File: config.mk
export PLATFORM = sky130hd
export DESIGN_NAME = disp_src_ctrl
export DESIGN_NICKNAME = d
export VERILOG_FILES = /design/src/rtl/disp_src_ctrl.sv
export SDC_FILE = /design/constraint.sdc
export NUM_CORES = 1
export LEC_CHECK = 0
export ABC_AREA = 1
export BUFFER_PORTS_ARGS = -buffer_cell sky130_fd_sc_hd__clkbuf_2
export CAP_MARGIN = 25
export CORE_MARGIN = 4
export CORE_UTILIZATION = 49
export CTS_CLUSTER_DIAMETER = 40
export DETAILED_ROUTE_END_ITERATION = 10
export PLACE_DENSITY = 0.86
export SYNTH_ARGS = -nofsm -noshare
export SYNTH_HDL_FRONTEND = slang
export SYNTH_SLANG_ARGS = --single-unit
export TNS_END_PERCENT = 50
File: constraint.sdc
create_clock -name clk -period 1.8 [get_ports clk]
set_input_delay 0.09 -clock clk [delete_from_list [all_inputs] [get_ports clk]]
set_output_delay 0.09 -clock clk [all_outputs]
set_load 0.02 [all_outputs]
File: src/rtl/disp_src_ctrl.sv
// ==== disp_src_ctrl : frame-synchronous source select, snapshot and blink for 7-seg serializer ====
// ==== rev 1.0                                                                                  ====
`default_nettype none

module disp_src_ctrl #(
  parameter int REFRESH_CYCLES = 100000,
  parameter int FLASH_HALF     = 25000000
) (
  input  logic         clk,
  input  logic         rst,
  input  logic [2:0]   ch_sel,
  input  logic [223:0] ch_bus,
  input  logic         hold,
  input  logic         cpu_we,
  input  logic [1:0]   cpu_addr,
  input  logic [31:0]  cpu_wdata,
  output logic [31:0]  Hexs,
  output logic [7:0]   point,
  output logic [7:0]   LES,
  output logic         Text,
  output logic         Start,
  output logic         flash
);

  localparam int RW = $clog2(REFRESH_CYCLES);
  localparam int FW = (FLASH_HALF > 1) ? $clog2(FLASH_HALF) : 1;
  localparam logic [RW-1:0] REF_LAST = RW'(REFRESH_CYCLES - 1);
  localparam logic [RW-1:0] REF_PRE  = RW'(REFRESH_CYCLES - 2);
  localparam logic [FW-1:0] FL_LAST  = FW'(FLASH_HALF - 1);

  localparam logic [0:0] S_IDLE  = 1'b0;
  localparam logic [0:0] S_LATCH = 1'b1;

  logic [31:0]   data_reg;
  logic [16:0]   ctrl_reg;
  logic [RW-1:0] ref_cnt;
  logic [FW-1:0] fl_cnt;
  logic [0:0]    state;
  logic [0:0]    state_nxt;
  logic          start_nxt;
  logic          load;
  logic [31:0]   src [8];
  logic [31:0]   sel_val;

  always_ff @(posedge clk) begin
    if (rst) begin
      data_reg <= '0;
      ctrl_reg <= '0;
    end else if (cpu_we) begin
      if (cpu_addr == 2'd0) data_reg <= cpu_wdata;
      if (cpu_addr == 2'd1) ctrl_reg <= cpu_wdata[16:0];
    end
  end

  always_ff @(posedge clk) begin
    if (rst)                  ref_cnt <= '0;
    else if (ref_cnt == REF_LAST) ref_cnt <= '0;
    else                      ref_cnt <= ref_cnt + 1'b1;
  end

  // LATCH is entered exactly while ref_cnt sits at its terminal count.
  always_ff @(posedge clk) begin
    if (rst) state <= S_IDLE;
    else     state <= state_nxt;
  end

  always_comb begin
    state_nxt = S_IDLE;
    if (ref_cnt == REF_PRE) state_nxt = S_LATCH;
  end

  always_comb begin
    start_nxt = 1'b0;
    load      = 1'b0;
    if (state == S_LATCH) begin
      start_nxt = 1'b1;
      load      = !hold;
    end
  end

  assign src[0] = data_reg;
  for (genvar k = 1; k < 8; k++) begin : g_ch
    assign src[k] = ch_bus[32*k-1 -: 32];
  end
  assign sel_val = src[ch_sel];

  always_ff @(posedge clk) begin
    if (rst) begin
      Start <= 1'b0;
      Hexs  <= '0;
      point <= '0;
      LES   <= '0;
      Text  <= 1'b0;
    end else begin
      Start <= start_nxt;
      if (load) begin
        Hexs  <= sel_val;
        point <= ctrl_reg[7:0];
        LES   <= ctrl_reg[15:8];
        Text  <= ctrl_reg[16];
      end
    end
  end

  always_ff @(posedge clk) begin
    if (rst) begin
      fl_cnt <= '0;
      flash  <= 1'b0;
    end else if (fl_cnt == FL_LAST) begin
      fl_cnt <= '0;
      flash  <= ~flash;
    end else begin
      fl_cnt <= fl_cnt + 1'b1;
    end
  end

endmodule

`default_nettype wire

======== Word level (Yosys, flattened, before mapping) ========
Index checks and enable logic that the tools add are counted.
word-level totals
  logic and storage cells ................. 32
  flip-flop bits (word level) ............. 143
  output and inout bits ................... 51
  input port bits ......................... 265
cells by class
  bitwise gates (word level) .............. 2
  mux-type cells .......................... 6
  $add $sub $neg .......................... 2
  magnitude comparators ................... 1
  reduce and logical (&&, ||, !) cells .... 6
  eq/ne operators ......................... 4
operators by type and width
  kind                                            number
  binary-select mux 32 bit (select 3 bit)         1
  2-to-1 mux 32 bit                               2
  == test 17 bit (second input constant)          2
  adder 25 x 1 -> 25 bit (second input constant)  1
  == test 25 bit (second input constant)          1
  adder 17 x 1 -> 17 bit (second input constant)  1
  >= comparator 4 bit (second input constant)     1
  NOT 3 -> 4 bit                                  1
  AND reduction 2 bit                             2
  OR reduction 2 bit                              2
  2-to-1 mux 1 bit                                3
  == test 2 x 1 -> 1 bit (second input constant)  1
  logical NOT 2 bit                               1
  logical NOT 1 bit                               1
  NOT 1 bit                                       1

======== Longest topological paths before layout ========
  depth in word-level cells ............... 4
  depth in mapped cells ................... 9
  depth with buffers taken out ............ 9

======== Worst setup path before layout ========
OpenSTA, ideal clock, no wires.
  path kind ............................... reg2reg
  from .................................... register fl_cnt[0]
  to ...................................... register fl_cnt[18]
  setup slack ............................. 0.415 ns
  required time ........................... 1.678 ns
  arrival time ............................ 1.264 ns
  clock period less this slack ............ 1.385 ns
  library setup time ...................... 0.122 ns
  buffers on the path ..................... 1
  stages on the path, launching flop included .. 8
  cell sequence ........................... dfxtp_1 -> ha_1 -> nand3_2 -> nor3_2 -> nand3_1 -> nand2_2 -> buf_6 -> a21oi_1
between the ends
  word-level cells in the longest chain between the ends .. 2
  elaborated cells between the ends (all ways) .. 3
  classes of those cells .................. 1 x add/sub; 1 x eq/ne; 1 x reduce/logical
RTL lines
  element                                                         line  text
  from (decl)                                                     37    logic [FW-1:0] fl_cnt;
  from (signal assigned)                                          113   fl_cnt <= fl_cnt + 1'b1;
  branches (longest 2 deep; another with adder 25 x 1 -> 25 bit)  --
Several ways; the timed one is not identified.
A chain may end at the register's enable or synchronous reset.

==> flow_summary_export.csv <==
group,metric,value,unit
clock_network,hold_buffers,25,
route,ant_nets,0,
floorplan,fp.dieArea,18300,µm²
yosys,synth_cells,1280,
worst_setup_path,cp_slowest_cell,"dlygate4sd3_1",
finish,synthToLayoutAreaGrowth,32.0,%
route,wl_per_cell,15.3,µm
placed_design,place.port_buffers,315,
clock_network,cts_tree,"yes",
yosys,syn-num-nets,1548,
timing,final-setup-viol-count,0,
floorplan,start_util,0.499,
clock_network,clock_path_buffers,2,
worst_setup_path,worst-path-stages,7,
timing,clock.fmax,591,MHz
route,firstDrtPassIters,5,
worst_setup_path,max_stage_delay,0.55,ns
clock_network,clock_sinks,143,
timing,slew_violations,0,
floorplan,die_w,135,µm
timing,setup_tns,0,ns
grt,antenna_found_initial,0,
worst_setup_path,cp_data_required_time,2.16,ns
timing,tightest_slew,0.556,ns
clock_network,insertion_delay,0.42,ns
yosys,yosysWarnings,0,
clock_network,cts_root_buf,"clkbuf_16",
grt,grt_pass1_vias,8609,
job,cap_violations,0,
floorplan,io_pins,316,
placed_design,gp_congestion,0.947,
floorplan,row_count,46,
grt,grt_pass1_wl,42700,µm
worst_setup_path,crit_buf_inv,5,
grt,grt_max_degree,99,
route,num_vias,9345,
route,drt-vias-per-instance,5.16,
yosys,ys_types,28,
worst_setup_path,crit_top_cell,"dlygate4sd3_1",
worst_setup_path,critical_path_class,"in2reg",
worst_setup_path,ff2ff_path_depth,7,
pwr,p_leak,4.86,nW
timing,rsz0062_at_grt,"false",
timing,timing.final.hold_violations,0,
clock_network,ctsResizeCount,0,
pwr,pwr_density_cell,755,nW/µm²
clock_network,htreeDepth,4,
placed_design,dp_hpwl,20500,µm
worst_setup_path,crit_arrival,2.05,ns
worst_setup_path,crit_path_end_kind,"register",
finish,final_nets,1848,
timing,fin_crit_sh,0.940,
clock_network,cts_buffers,17,
grt,overflow,0,
worst_setup_path,critical-path-top-delay-family,"buffers and inverters",
yosys,syn_area,7930,µm²
route,wl,27600,µm
clock_network,cts_setup_buffers,0,
hold_path,min_path_type,"in2reg",
timing,finClkSkew,0.0117,ns
yosys,ys_ff_latch,143,
route,drc,0,
yosys,yosysSeqAreaShare,0.361,
timing,whs,0.00580,ns
floorplan,core_area,15900,µm²
worst_setup_path,path_cells,"dlygate4sd3_1 > clkbuf_2 > inv_2 > buf_4 > o21ai_0 > a21oi_1 > dlygate4sd3_1",
timing,period_minus_slack,1.69,ns
hold_path,hold_depth,3,
yosys,postSynthAreaPerCell,6.20,µm²
outcome,status,"complete, no violations",
pwr,peakVddDrop,0.689,mV
route,drtIter0Drc,940,
timing,max-slew-margin-rel,0.630,
worst_setup_path,worst_setup_path_start_kind,"input pin",
clock_network,path_clk_slew,0.06,ns
worst_setup_path,path_max_fanout,35,
grt,grtUsageTotal,0.293,
floorplan,die_height,135,µm
finish,drive_above_1_share,0.240,
## power breakdown
group          switching [mW]  internal [mW]
clock network            1.42           2.11
logic                   0.626          0.497
registers              0.0256           3.23
## cell families (layout without fill, tap and decap cells)
logic type | count (synthesis) | after routing | share of synthesized area
fa+ha+maj | 3 | 3 | 0.00473
buf+inv | 176 | 489 | 0.0953
other cells | 0 | 1 | 0
simple gates | 625 | 625 | 0.319
flops | 143 | 143 | 0.361
compound gates | 317 | 317 | 0.202
xor+xnor | 16 | 16 | 0.0177
## cell usage in the layout, fill, tap and decap left out, types with 3 or more instances in the layout
| cell type | n |
|---|---|
| nand2_1 | 324 |
| clkbuf_2 | 314 |
| nor2_1 | 192 |
| o21ai_0 | 189 |
| dfxtp_1 | 143 |
| a21oi_1 | 115 |
| inv_1 | 92 |
| nand3_1 | 83 |
| dlygate4sd3_1 | 25 |
| clkbuf_16 | 17 |
| buf_4 | 16 |
| xor2_1 | 8 |
| xnor2_1 | 8 |
| nor2_2 | 6 |
| o21ai_1 | 6 |
| buf_12 | 6 |
| nand4_1 | 5 |
| o211ai_1 | 5 |
| inv_6 | 4 |
| nand3b_1 | 3 |
| or2_0 | 3 |
| ha_1 | 3 |
| clkinv_4 | 3 |
## synthesized netlist by cell type (all sizes together)
| cell | number | share of area |
|---|---|---|
| a21oi | 115 | 0.073 |
| buf | 39 | 0.030 |
| clkbuf | 41 | 0.019 |
| clkinv | 1 | 0.00047 |
| dfxtp | 143 | 0.36 |
| ha | 3 | 0.0047 |
| inv | 95 | 0.045 |
| nand2 | 326 | 0.15 |
| nand3 | 85 | 0.055 |
| nand3b | 3 | 0.0028 |
| nand4 | 5 | 0.0039 |
| nor2 | 199 | 0.096 |
| nor3 | 4 | 0.0038 |
| o211ai | 5 | 0.0047 |
| o21ai | 195 | 0.12 |
| o21bai | 2 | 0.0019 |
| or2 | 3 | 0.0024 |
| xnor2 | 8 | 0.0088 |
| xor2 | 8 | 0.0088 |
## layer usage
| layer | wire (µm) | part of all wire | vias up | GRT usage |
|---|---|---|---|---|
| li1 | - | - | 4738 | - |
| met1 | 11200 | 0.40 | 4152 | 0.366 |
| met5 | 0 | 0 | - | 0 |
| met3 | 2330 | 0.084 | 59 | 0.0728 |
| met2 | 13200 | 0.48 | 396 | 0.485 |
| met4 | 911 | 0.033 | 0 | 0.119 |
## through the flow
| stage | utilization | cells | power, mW | cell area [µm²] | setup slack [ns] |
|---|---|---|---|---|---|
| global route | 0.659 | 1809 | 8.25 | 10500 | 0.0344 |
| floorplan | - | 1280 | 3.92 | 7930 | 0.415 |
| global placement | 0.606 | 1752 | 4.37 | 9620 | 0.281 |
| finish | 0.659 | 1810 | 7.91 | 10500 | 0.108 |
| CTS | 0.659 | 1809 | 7.95 | 10500 | 0.150 |
| detailed placement | 0.606 | 1752 | 4.39 | 9620 | 0.210 |
## worst min-delay path, cell delays in order
cell      delay [ns]
clkbuf_2        0.09
o21ai_0         0.09
a21oi_1         0.12
## path summary, 6_finish.rpt
kind                            slack (ns)          from            to
worst max-delay path                  0.11           rst  data_reg[19]
worst min-delay path                 0.006  cpu_wdata[0]   ctrl_reg[0]
worst max register to register        0.18     fl_cnt[0]    fl_cnt[23]
worst min register to register        0.45   data_reg[1]   data_reg[1]
## cell type report
| cell class | count | area [µm²] |
|---|---|---|
| Multi-Input combinational cell | 961 | 4320 |
| Clock buffer | 19 | 443 |
| Tap cell | 216 | 270 |
| Fill cell | 1459 | 5410 |
| Antenna cell | 1 | 2.50 |
| Clock inverter | 13 | 153 |
| Sequential cell | 143 | 2860 |
| Inverter | 96 | 362 |
| Timing Repair Buffer | 361 | 2060 |
Power figures use the tool's default switching activity.
